[src/rtl/reduction_pkg.sv]
// Shared helpers for the lane-reduction pipeline.
// Holds lane extension, the exact beat-sum width rule and per-beat control bits.
// Purely declarative: no logic, no latency, no flow control.
package reduction_pkg;

    // Widest lane or sum that ext_lane can extend.
    localparam int EXT_W = 64;

    // Per-beat control carried alongside the lane sums.
    typedef struct packed {
        logic sgn;   // lanes are two's complement
        logic acc;   // add onto the running accumulator
    } beat_ctl_t;

    // Exact width of the sum of 2*lanes values, each lane_w bits wide.
    function automatic int sum_width(input int lane_w, input int lanes);
        return lane_w + $clog2(2 * lanes);
    endfunction

    // Extend the low w bits of value to EXT_W bits, signed or unsigned.
    function automatic logic [EXT_W-1:0] ext_lane(input logic [EXT_W-1:0] value,
                                                  input logic             sgn,
                                                  input int               w);
        logic [EXT_W-1:0] r;
        r = value;
        for (int i = 0; i < EXT_W; i++) begin
            if (i >= w) begin
                r[i] = sgn & value[w-1];
            end
        end
        return r;
    endfunction

endpackage

[src/rtl/lane_adder_tree.sv]
// Balanced adder tree summing N lane values of W bits into an exact result.
// Latency: combinational.
// Backpressure: none; the enclosing stage decides when the result is used.
module lane_adder_tree #(
    parameter  int N     = 2,
    parameter  int W     = 9,
    localparam int OUT_W = W + $clog2(N)
) (
    input  logic [N-1:0][W-1:0] in_i,
    input  logic                sgn_i,
    output logic [OUT_W-1:0]    sum_o
);

    localparam int LEVELS = $clog2(N);
    localparam int P      = 1 << LEVELS;
    // Bits above the input width, set when a signed input is negative.
    localparam logic [OUT_W-1:0] HI_MASK = ~OUT_W'({W{1'b1}});

    logic [P-1:0][OUT_W-1:0] work;

    // Extend leaves to full width, then fold pairwise level by level.
    // Padding leaves are zero so they do not disturb a signed sum.
    always_comb begin
        work = '0;
        for (int i = 0; i < N; i++) begin
            work[i] = OUT_W'(in_i[i]);
            if (sgn_i && in_i[i][W-1]) begin
                work[i] = work[i] | HI_MASK;
            end
        end
        for (int span = P / 2; span >= 1; span = span / 2) begin
            for (int j = 0; j < span; j++) begin
                work[j] = work[2*j] + work[2*j+1];
            end
        end
    end

    assign sum_o = work[0];

endmodule

[src/rtl/reduction_pipe.sv]
// Sums all lanes of A and B per beat and optionally accumulates, with sticky overflow.
// Latency: 2 cycles (lane sums registered in s1, tree + accumulate registered in s2).
// Backpressure: s2 holds while out_valid && !out_ready; in_ready drops only when s1 cannot drain.
module reduction_pipe
    import reduction_pkg::*;
#(
    parameter int DATA_W = 16,
    parameter int LANE_W = 8
) (
    input  logic              clk,
    input  logic              rst,
    input  logic              in_valid,
    output logic              in_ready,
    input  logic [DATA_W-1:0] in_a,
    input  logic [DATA_W-1:0] in_b,
    input  logic              in_signed,
    input  logic              in_acc,
    output logic              out_valid,
    input  logic              out_ready,
    output logic [DATA_W-1:0] out_sum,
    output logic              out_ovf
);

    localparam int LANES = DATA_W / LANE_W;
    localparam int SUM_W = sum_width(LANE_W, LANES);
    localparam int PW    = LANE_W + 1;

    if ((DATA_W % LANE_W) != 0) begin : g_chk_lane
        $error("DATA_W must be a multiple of LANE_W");
    end
    if (SUM_W > DATA_W) begin : g_chk_sum
        $error("beat sum width SUM_W exceeds DATA_W");
    end

    typedef struct packed {
        logic [LANES-1:0][PW-1:0] lane_sum;
        beat_ctl_t                ctl;
    } s1_payload_t;

    s1_payload_t       s1_in;
    s1_payload_t       s1_q, s1_d;
    logic              s1_valid_q, s1_valid_d;
    logic              out_valid_q, out_valid_d;
    logic [DATA_W-1:0] out_sum_q, out_sum_d;
    logic              out_ovf_q, out_ovf_d;

    logic              s2_adv, accept, load;
    logic [SUM_W-1:0]  bs;
    logic [DATA_W-1:0] bs_ext;
    logic [DATA_W-1:0] acc_sum;
    logic              carry, sovf, ovf;

    assign s2_adv   = !out_valid_q || out_ready;
    assign in_ready = !s1_valid_q || s2_adv;
    assign accept   = in_valid && in_ready;
    assign load     = s1_valid_q && s2_adv;

    // Stage-1 payload: per-lane pair sums, one bit wider than a lane.
    always_comb begin
        s1_in         = '0;
        s1_in.ctl.sgn = in_signed;
        s1_in.ctl.acc = in_acc;
        for (int i = 0; i < LANES; i++) begin
            s1_in.lane_sum[i] =
                PW'(ext_lane(EXT_W'(in_a[i*LANE_W +: LANE_W]), in_signed, LANE_W)) +
                PW'(ext_lane(EXT_W'(in_b[i*LANE_W +: LANE_W]), in_signed, LANE_W));
        end
    end

    lane_adder_tree #(
        .N (LANES),
        .W (PW)
    ) u_tree (
        .in_i  (s1_q.lane_sum),
        .sgn_i (s1_q.ctl.sgn),
        .sum_o (bs)
    );

    // Accumulate the beat sum; overflow rule follows the beat's own signedness.
    always_comb begin
        bs_ext           = DATA_W'(ext_lane(EXT_W'(bs), s1_q.ctl.sgn, SUM_W));
        {carry, acc_sum} = {1'b0, out_sum_q} + {1'b0, bs_ext};
        sovf             = (out_sum_q[DATA_W-1] == bs_ext[DATA_W-1]) &&
                           (acc_sum[DATA_W-1] != out_sum_q[DATA_W-1]);
        ovf              = s1_q.ctl.sgn ? sovf : carry;
    end

    // Next-state for both stages: s1 fills on accept, s2 loads when it may advance.
    always_comb begin
        s1_d        = s1_q;
        s1_valid_d  = s1_valid_q;
        out_valid_d = out_valid_q;
        out_sum_d   = out_sum_q;
        out_ovf_d   = out_ovf_q;
        if (accept) begin
            s1_d       = s1_in;
            s1_valid_d = 1'b1;
        end else if (load) begin
            s1_valid_d = 1'b0;
        end
        if (load) begin
            out_valid_d = 1'b1;
            if (s1_q.ctl.acc) begin
                out_sum_d = acc_sum;
                out_ovf_d = out_ovf_q | ovf;
            end else begin
                out_sum_d = bs_ext;
                out_ovf_d = 1'b0;
            end
        end else if (out_ready) begin
            out_valid_d = 1'b0;
        end
    end

    // Pipeline registers; reset discards any beat in flight and clears the chain.
    always_ff @(posedge clk or posedge rst) begin
        if (rst) begin
            s1_q        <= '0;
            s1_valid_q  <= 1'b0;
            out_valid_q <= 1'b0;
            out_sum_q   <= '0;
            out_ovf_q   <= 1'b0;
        end else begin
            s1_q        <= s1_d;
            s1_valid_q  <= s1_valid_d;
            out_valid_q <= out_valid_d;
            out_sum_q   <= out_sum_d;
            out_ovf_q   <= out_ovf_d;
        end
    end

    assign out_valid = out_valid_q;
    assign out_sum   = out_sum_q;
    assign out_ovf   = out_ovf_q;

endmodule

[config.mk]
export PLATFORM = sky130hd
export DESIGN_NAME = reduction_pipe
export DESIGN_NICKNAME = d
export VERILOG_FILES = /design/src/rtl/reduction_pkg.sv /design/src/rtl/lane_adder_tree.sv /design/src/rtl/reduction_pipe.sv
export SDC_FILE = /design/constraint.sdc
export NUM_CORES = 1
export LEC_CHECK = 0
export BUFFER_PORTS_ARGS = -buffer_cell sky130_fd_sc_hd__buf_4
export CAP_MARGIN = 20
export CORE_MARGIN = 2
export CORE_UTILIZATION = 25
export CTS_CLUSTER_DIAMETER = 40
export DETAILED_ROUTE_END_ITERATION = 10
export GPL_TIMING_DRIVEN = 0
export PLACE_DENSITY = 0.45
export SLEW_MARGIN = 15
export SYNTH_ARGS = -nofsm -noshare
export SYNTH_HDL_FRONTEND = slang
export SYNTH_SLANG_ARGS = --single-unit
export TNS_END_PERCENT = 50
[constraint.sdc]
create_clock -name clk -period 5.71 [get_ports clk]
set_input_delay 0.571 -clock clk [delete_from_list [all_inputs] [get_ports clk]]
set_output_delay 0.571 -clock clk [all_outputs]
set_load 0.01 [all_outputs]
==> reports/qor.yml <==
worst_setup_path:
  criticalPathCategory: "register to register"
  path_max_fanout: 8
  end_kind: "register"
  cp-start-kind: "register"
  worstPathRequired_ns: 5.91
  critical_path_arrival_ns: 4.48
clock_network:
  insertion_delay_ns: 0.28
  cts.sinks: 39
  cts-root-buf: "clkbuf_16"
  cts_tree: "built"
  cts-buffers-inserted: 5
  cts_setup_buffers: 0
  cts_buffer_depth: 2
  cts_resized: 0
  path_clk_slew_ns: 0.06
  cts_hold_buf: 0
  h-tree-depth: 2
yosys:
  ys.flop_type: "dfrtp_1"
  synth_most_common_cell: "nand2_1"
  synthTopCellsByArea: "dfrtp_1, ha_1, o21ai_0"
  ys_ff_latch: 39
  syn_nets: 497
  synth_top_area_share_pct: 28.4
  synthArstFlopShare_pct: 100
  ys_top_cells_by_count: "nand2_1, o21ai_0, dfrtp_1"
  ys_types: 55
  yosysWarnings: 0
  synth-edff-count: 0
  syn_avg_cell_area_um2: 8.20
  syn_area_mm2: 0.00343
  ys_seq_area_share_pct: 28.4
  synth_top_area_cell: "dfrtp_1"
  synth_cells: 419
timing:
  fmax_ghz: 0.234
  setup_tns_ns: 0
  final.min_clock_period_ns: 4.28
  finalSetupViolations: 0
  fin_skew_ns: 0.00378
  finalHoldViolCount: 0
  min_period_over_period_pct: 74.9
  slew_headroom_pct: 58.2
  worstMarginPinSlew_ns: 0.621
  rsz0062_at_grt: "false"
  drv_slew: 0
global_route:
  antenna_found_initial: 0
  globalRouteTotalUtil_pct: 12.8
  grt_pass1_wl_mm: 15.2
  grt_max_degree: 26
  grt_pass1_vias: 3142
  gr-total-overflow: 0
routing:
  wl_mm: 9.03
  ant_nets: 0
  drt_iter0_drc: 125
  via_per_inst: 4.90
  dr_total_vias: 3227
  first_pass_iters: 4
  drc: 0
  wl_per_cell_um: 13.7
pwr:
  p_clk_share_pct: 13.8
  power.total_mw: 2.04
  power_switching_share_pct: 46.4
  switchingPower_mw: 0.948
  seqPwrFrac_pct: 21.6
  powerDensity_mw_per_mm2: 482
  comb_power_share_pct: 64.6
  p_leak_nw: 1.92
  ir_worst_vdd_uv: 156
  internal_power_mw: 1.10
final_layout:
  antenna_cells: 0
  fin_nets: 561
  final_core_util_pct: 31.8
  synthToLayoutAreaGrowth_pct: 23.4
  stdcell_area_mm2: 0.00424
  drive_above_1_share_pct: 15.5
placement:
  dpl.hpwl_mm: 7.24
  gp_congestion: 0.807
  dpl_cell_area_mm2: 0.00410
  portBuffers: 56
flow_run:
  max_cap_viol_count: 0
floorplan:
  initial_core_util_pct: 25.7
  rows: 42
  core_area_mm2: 0.0133
  ios: 57
  die_x_um: 121
  die_h_um: 121
  dieArea_mm2: 0.0147
min_path:
  hp-class: "primary input to asynchronous set/reset pin"
outcome:
  status: "complete, no violations"
-- flip-flops by register name (all words and copies together), names as in the netlist --
register,flops
s1_q,20
out_sum,16
out_ovf,1
out_valid,1
s1_valid_q,1
-- metal layers --
metal	vias to the layer above	global-route usage, %	share of wire [%]
li1	1676	-	-
met4	0	3.52	1.1
met1	1471	17.3	49
met2	73	21.5	47
met5	-	0	0
met3	7	1.64	3.0
-- power groups by stage --
stage | combinational, mW | clock (mW) | sequential [mW]
after floorplan | 0.955 | 0 | 0.451
after global placement | 1.29 | 0 | 0.448
after detailed placement | 1.31 | 0 | 0.449
after CTS | 1.32 | 0.291 | 0.444
after global routing | 1.48 | 0.301 | 0.458
final | 1.32 | 0.282 | 0.442
-- worst max-delay path, cell delays in order (launching register included) --
cell and delay [ns]:
dfrtp_1 0.37, ha_1 0.20, inv_1 0.06, fa_1 0.40
nor2b_1 0.15, o21ai_0 0.11, a21boi_0 0.27, o21ai_0 0.18
a21oi_1 0.19, xor2_1 0.30, ha_1 0.29, clkbuf_1 0.18
a21oi_1 0.18, o21ai_0 0.14, a211o_1 0.37, nor3b_1 0.36
o31a_1 0.19, o21ai_0 0.09, a31oi_1 0.18
-- cell type report --
| class | count | area (um2) |
|---|---|---|
| well taps | 176 | 220 |
| plain buffers | 16 | 62.6 |
| multi-input cells | 339 | 2300 |
| fillers | 1457 | 9110 |
| repair buffers | 57 | 440 |
| clock buffers | 6 | 139 |
| flip-flops and latches | 39 | 976 |
| clock inverters | 1 | 5.00 |
| inverters | 25 | 93.8 |
-- logic make-up (layout without fill, tap and decap cells) --
kind of cell | Yosys count | after routing | share of synthesized area (%)
simple gates | 134 | 134 | 18.9
flops | 39 | 39 | 28.4
mux | 3 | 3 | 0.874
fa+ha+maj | 40 | 40 | 15.4
buf+inv | 41 | 105 | 4.55
compound gates | 142 | 142 | 26.7
xor+xnor | 20 | 20 | 5.10
-- through the flow --
| stage | hold WS, ns | worst slack (ns) | cells |
|---|---|---|---|
| 6_report | 0.272 | 1.43 | 659 |
| 5_1_grt | 0.294 | 1.05 | 659 |
| 4_1_cts | 0.287 | 1.46 | 659 |
| 2_1_floorplan | 0.450 | 2.16 | 419 |
| 3_3_place_gp | 0.472 | 1.61 | 651 |
| 3_5_place_dp | 0.478 | 1.51 | 652 |
-- final timing paths --
check / start / to / slack, ns / depth (start not counted)
hold / removal: rst / out_sum[3] / 0.27 / 2
min in group clk: s1_q[17] / s1_q[17] / 0.49 / 2
setup reg to reg: s1_q[11] / out_ovf / 1.43 / 18
max in group asynchronous: rst / out_sum[15] / 4.97 / 3
hold reg to reg: s1_q[17] / s1_q[17] / 0.49 / 2
setup / recovery: s1_q[11] / out_ovf / 1.43 / 18
-- cell usage in the layout, fill, tap and decap left out, drive strengths merged, types with 4 or more instances in the layout --
cell type / count
buf: 60
nand2: 51
o21ai: 41
dfrtp: 39
ha: 36
a21oi: 26
inv: 25
nor2: 24
clkbuf: 19
xnor2: 13
a21o: 13
nand3: 12
nor3: 10
a21boi: 8
a211oi: 8
or3: 8
a31oi: 7
xor2: 7
o211ai: 6
nor4: 6
o31ai: 6
a211o: 5
nand4: 4
nor2b: 4
fa: 4
No activity file was read; power rests on OpenSTA's default activity.
